$ cat src/rtl/load_store_unit.sv
// Load/store unit between execute and data memory: one request at a time, aligned
// accesses in a single cycle, misaligned halfword/word accesses split into byte accesses.
module load_store_unit #(
    parameter bit ALLOW_MISALIGNED = 1'b1,
    parameter int MEM_BYTES        = 800
) (
    input  logic        clk,
    input  logic        reset,
    input  logic        req_valid,
    output logic        req_ready,
    input  logic        req_store,
    input  logic [2:0]  req_width,
    input  logic [31:0] req_addr,
    input  logic [31:0] req_wdata,
    output logic        resp_valid,
    output logic        resp_err,
    output logic [31:0] resp_rdata,
    output logic        dm_write_enable,
    output logic [2:0]  dm_mem_width,
    output logic [31:0] dm_addr,
    output logic [31:0] dm_write_data,
    input  logic [31:0] dm_read_data
);

    typedef enum logic [1:0] {IDLE, ACCESS, SPLIT, RESP} state_t;

    state_t      state_reg;
    logic        store_reg;
    logic [2:0]  width_reg;
    logic [31:0] addr_reg;
    logic [31:0] wdata_reg;
    logic [1:0]  k_reg;
    logic [1:0]  last_k_reg;
    logic [31:0] asm_reg;

    logic        width_ok;
    logic [2:0]  nbytes;
    logic        misaligned;
    logic        range_err;
    logic        req_err;
    logic [32:0] last_byte;
    logic [1:0]  k_next;
    logic [31:0] asm_next;
    logic [31:0] split_result;

    assign req_ready = (state_reg == IDLE) && !reset;

    // Request classification, evaluated on the live request fields at acceptance.
    always_comb begin
        width_ok = 1'b1;
        nbytes   = 3'd1;
        case (req_width)
            3'b000, 3'b100: nbytes = 3'd1;
            3'b001, 3'b101: nbytes = 3'd2;
            3'b010:         nbytes = 3'd4;
            default:        width_ok = 1'b0;
        endcase
        misaligned = ((req_width[1:0] == 2'b01) && req_addr[0])
                   || ((req_width == 3'b010) && (req_addr[1:0] != 2'b00));
        last_byte  = {1'b0, req_addr} + {30'd0, nbytes} - 33'd1;
        range_err  = last_byte >= 33'(MEM_BYTES);
        req_err    = !width_ok || range_err || (misaligned && !ALLOW_MISALIGNED);
    end

    // Byte assembly for split loads; the final byte is merged before extension.
    always_comb begin
        k_next   = k_reg + 2'd1;
        asm_next = asm_reg;
        asm_next[{k_reg, 3'b000} +: 8] = dm_read_data[7:0];
        case (width_reg)
            3'b001:  split_result = {{16{asm_next[15]}}, asm_next[15:0]};
            3'b101:  split_result = {16'd0, asm_next[15:0]};
            default: split_result = asm_next;
        endcase
    end

    always_ff @(posedge clk or posedge reset) begin
        if (reset) begin
            state_reg       <= IDLE;
            store_reg       <= 1'b0;
            width_reg       <= 3'd0;
            addr_reg        <= 32'd0;
            wdata_reg       <= 32'd0;
            k_reg           <= 2'd0;
            last_k_reg      <= 2'd0;
            asm_reg         <= 32'd0;
            resp_valid      <= 1'b0;
            resp_err        <= 1'b0;
            resp_rdata      <= 32'd0;
            dm_write_enable <= 1'b0;
            dm_mem_width    <= 3'd0;
            dm_addr         <= 32'd0;
            dm_write_data   <= 32'd0;
        end else begin
            case (state_reg)
                IDLE: begin
                    resp_valid <= 1'b0;
                    resp_err   <= 1'b0;
                    resp_rdata <= 32'd0;
                    if (req_valid) begin
                        store_reg  <= req_store;
                        width_reg  <= req_width;
                        addr_reg   <= req_addr;
                        wdata_reg  <= req_wdata;
                        k_reg      <= 2'd0;
                        last_k_reg <= 2'(nbytes - 3'd1);
                        asm_reg    <= 32'd0;
                        if (req_err) begin
                            state_reg  <= RESP;
                            resp_valid <= 1'b1;
                            resp_err   <= 1'b1;
                        end else if (misaligned) begin
                            state_reg       <= SPLIT;
                            dm_write_enable <= req_store;
                            dm_mem_width    <= req_store ? 3'b000 : 3'b100;
                            dm_addr         <= req_addr;
                            dm_write_data   <= {24'd0, req_wdata[7:0]};
                        end else begin
                            state_reg       <= ACCESS;
                            dm_write_enable <= req_store;
                            dm_mem_width    <= req_width;
                            dm_addr         <= req_addr;
                            dm_write_data   <= req_wdata;
                        end
                    end
                end
                ACCESS: begin
                    state_reg       <= RESP;
                    resp_valid      <= 1'b1;
                    resp_err        <= 1'b0;
                    resp_rdata      <= store_reg ? 32'd0 : dm_read_data;
                    dm_write_enable <= 1'b0;
                    dm_mem_width    <= 3'd0;
                    dm_addr         <= 32'd0;
                    dm_write_data   <= 32'd0;
                end
                SPLIT: begin
                    asm_reg <= asm_next;
                    if (k_reg == last_k_reg) begin
                        state_reg       <= RESP;
                        resp_valid      <= 1'b1;
                        resp_err        <= 1'b0;
                        resp_rdata      <= store_reg ? 32'd0 : split_result;
                        dm_write_enable <= 1'b0;
                        dm_mem_width    <= 3'd0;
                        dm_addr         <= 32'd0;
                        dm_write_data   <= 32'd0;
                    end else begin
                        k_reg         <= k_next;
                        dm_addr       <= addr_reg + {30'd0, k_next};
                        dm_write_data <= {24'd0, wdata_reg[{k_next, 3'b000} +: 8]};
                    end
                end
                RESP: begin
                    state_reg  <= IDLE;
                    resp_valid <= 1'b0;
                    resp_err   <= 1'b0;
                    resp_rdata <= 32'd0;
                end
                default: state_reg <= IDLE;
            endcase
        end
    end

endmodule

$ cat config.mk
export PLATFORM = sky130hd
export DESIGN_NAME = load_store_unit
export DESIGN_NICKNAME = d
export VERILOG_FILES = /design/src/rtl/load_store_unit.sv
export SDC_FILE = /design/constraint.sdc
export NUM_CORES = 1
export LEC_CHECK = 0
export BUFFER_PORTS_ARGS = -buffer_cell sky130_fd_sc_hd__clkbuf_2
export CELL_PAD_IN_SITES_DETAIL_PLACEMENT = 2
export CELL_PAD_IN_SITES_GLOBAL_PLACEMENT = 2
export CORE_UTILIZATION = 31
export CTS_CLUSTER_DIAMETER = 40
export CTS_CLUSTER_SIZE = 10
export DETAILED_ROUTE_END_ITERATION = 10
export PLACE_DENSITY_LB_ADDON = 0.08
export SYNTH_ARGS = -nofsm -noshare
export SYNTH_HDL_FRONTEND = slang
export SYNTH_SLANG_ARGS = --single-unit
export TNS_END_PERCENT = 10
$ cat constraint.sdc
create_clock -name clk -period 8.53 [get_ports clk]
set_input_delay 2.559 -clock clk [delete_from_list [all_inputs] [get_ports clk]]
set_output_delay 2.559 -clock clk [all_outputs]
set_load 0.01 [all_outputs]
==> qor.yml <==
status:
  status: "finished, final reports clean"
drt:
  wire_per_inst_um: 21.1
  drc: 0
  ant_nets: 0
  dr.first_iter.drc_count: 367
  vias: 10800
  first_pass_iters: 4
  routed_wl_mm: 43.3
  viasPerCell: 5.25
global_route:
  track_usage_pct: 22.7
  grt_pass1_vias: 12000
  antenna_found_initial: 1
  grt_max_degree: 139
  grt_pass1_wl_mm: 69.2
  gr-total-overflow: 0
place:
  place_area_um2: 13400
  routabilityCongestion: 0.807
  io_buffers: 205
  pre_cts_ws_ns: 1.29
  hpwl_mm: 31.4
  placed_cells: 1966
die:
  die_w_um: 198
  die_h_um: 198
  row_count: 71
  boundaryPins: 206
  fp.dieArea_um2: 39300
  initial_core_util_pct: 31.6
  core_um2: 37800
worst_setup_path:
  critPathKind: "input port to flip-flop"
  endpoint_kind: "flip-flop"
  worstPathMaxFanout: 72
  required_ns: 8.98
  startpoint_type: "input port"
  cp.arrival_ns: 7.11
final_layout:
  fin_area_um2: 14900
  fin_util_pct: 39.6
  instances_no_fill: 2050
  drive_gt1_share_pct: 24.5
  area_delta_synth_final_pct: 25.3
  final_nets: 1653
timing:
  relSlewSlack_pct: 12.7
  finalSetupViolations: 0
  slew_violations: 0
  setup_ws_ns: 1.87
  worst_pin_slew_ns: 1.31
  fin_worst_skew_ns: 0.0309
  max_freq_mhz: 150
  fin_crit_sh_pct: 78.1
  rsz0062_at_grt: "false"
  finalHoldViolCount: 0
  period_minus_slack_ns: 6.66
  timing.setup.tns_ns: 0
  hold_slack_ns: 0.473
clocking:
  path_clk_slew_ns: 0.05
  cts_max_level: 2
  hold_buffers: 0
  cts_buffers: 45
  cts_setup_buffers: 0
  clockBufferDepth: 3
  cts_root_buf: "clkbuf_16"
  ctsResizeCount: 0
  clk_latency_ns: 0.57
  tritoncts: "yes"
  cts_sinks: 208
logic_synthesis:
  ys.flop_type: "dfrtp_1"
  ys_ff_latch: 208
  synth_seq_area_share_pct: 43.6
  syn_inst: 1313
  synth_cell_types: 76
  synth_area_leaders: "dfrtp_1 44%, o21ai_0 6.8%, nand2_1 5.8%"
  yosysMostFrequentCell: "dfrtp_1"
  synth_top_area_cell: "dfrtp_1"
  synthArstFlopShare_pct: 100
  synth-edff-count: 0
  syn_area_per_cell_um2: 9.09
  yosys_warnings: 0
  syn-num-nets: 1464
  netlist_area_um2: 11900
  synth_top_area_share_pct: 43.6
  synth_common_cells: "208 x dfrtp_1, 184 x nand2_1, 163 x o21ai_0"
flow_run:
  maxCapViolCount: 0
min_path:
  holdCritPathClass: "flip-flop to flip-flop"
pwr:
  ir_drop_mv: 0.134
  p_leak_nw: 6.85
  power.density_nw_per_um2: 375
  total_power_mw: 5.60
## power breakdown
group	internal (mW)	switching (mW)	total, mW
logic	0.818	1.38	2.20
registers	1.37	0.275	1.64
clock network	1.15	0.611	1.76
## worst max-delay path, cell delays in order
cell       delay [ns]
clkbuf_2         0.14
nor2_1           0.06
nand2_1          0.12
nand2_1          0.11
ha_1             0.19
inv_1            0.06
ha_1             0.16
inv_1            0.06
fa_1             0.38
nor2b_1          0.13
o2111ai_1        0.16
a2111o_1         0.49
a31oi_1          0.37
o311ai_1         0.17
or4_4            0.45
o32a_4           0.67
buf_4            0.43
mux2_4           0.35
## final timing paths
| kind | from | end | slack (ns) | cells past startpoint |
|---|---|---|---|---|
| worst max register to register | k_reg[0] | dm_addr[28] | 3.29 | 13 |
| worst min register to register | resp_rdata[30] | resp_rdata[30] | 0.47 | 2 |
| worst max-delay path | req_width[0] | dm_addr[29] | 1.87 | 18 |
| worst min-delay path | resp_rdata[30] | resp_rdata[30] | 0.47 | 2 |
| max in group asynchronous | reset | dm_addr[16] | 4.73 | 3 |
| min in group asynchronous | reset | resp_rdata[18] | 2.21 | 2 |
## layout by cell type (no fill, tap or decap), types with 39 or more instances in the layout
master     instances
nor2_1            81
a21oi_1          120
nand2_1          183
mux2_2            39
ha_1              46
clkbuf_16         45
inv_1             55
dfrtp_1          208
o21ai_0          163
clkbuf_2         205
## cell type report
cell class | instances | area, µm²
antenna | 1 | 2.50
clock buffer | 60 | 1280
clock inverter | 23 | 254
fill | 4129 | 22800
inverter | 59 | 229
multi-input combinational | 971 | 6220
sequential | 208 | 5200
tap | 511 | 639
timing repair buffer | 217 | 1120
## layer usage
metal  up-vias  GRT usage, %  part of all wire, %
met5         -             0                    0
met4         0          5.91                  2.0
met3        55          3.90                  3.9
met2       190          38.8                   49
met1      5452          29.5                   45
li1       5073             -                    -
## logic make-up after synthesis
group | share of synthesized area, %
AO/OA/AOI/OAI | 22.4
XOR/XNOR | 2.79
adder cells (fa/ha/maj) | 5.16
buffers and inverters | 4.44
flip-flops | 43.6
multiplexers | 6.28
AND/OR/NAND/NOR | 15.3
No activity file was read; power rests on OpenSTA's default activity.
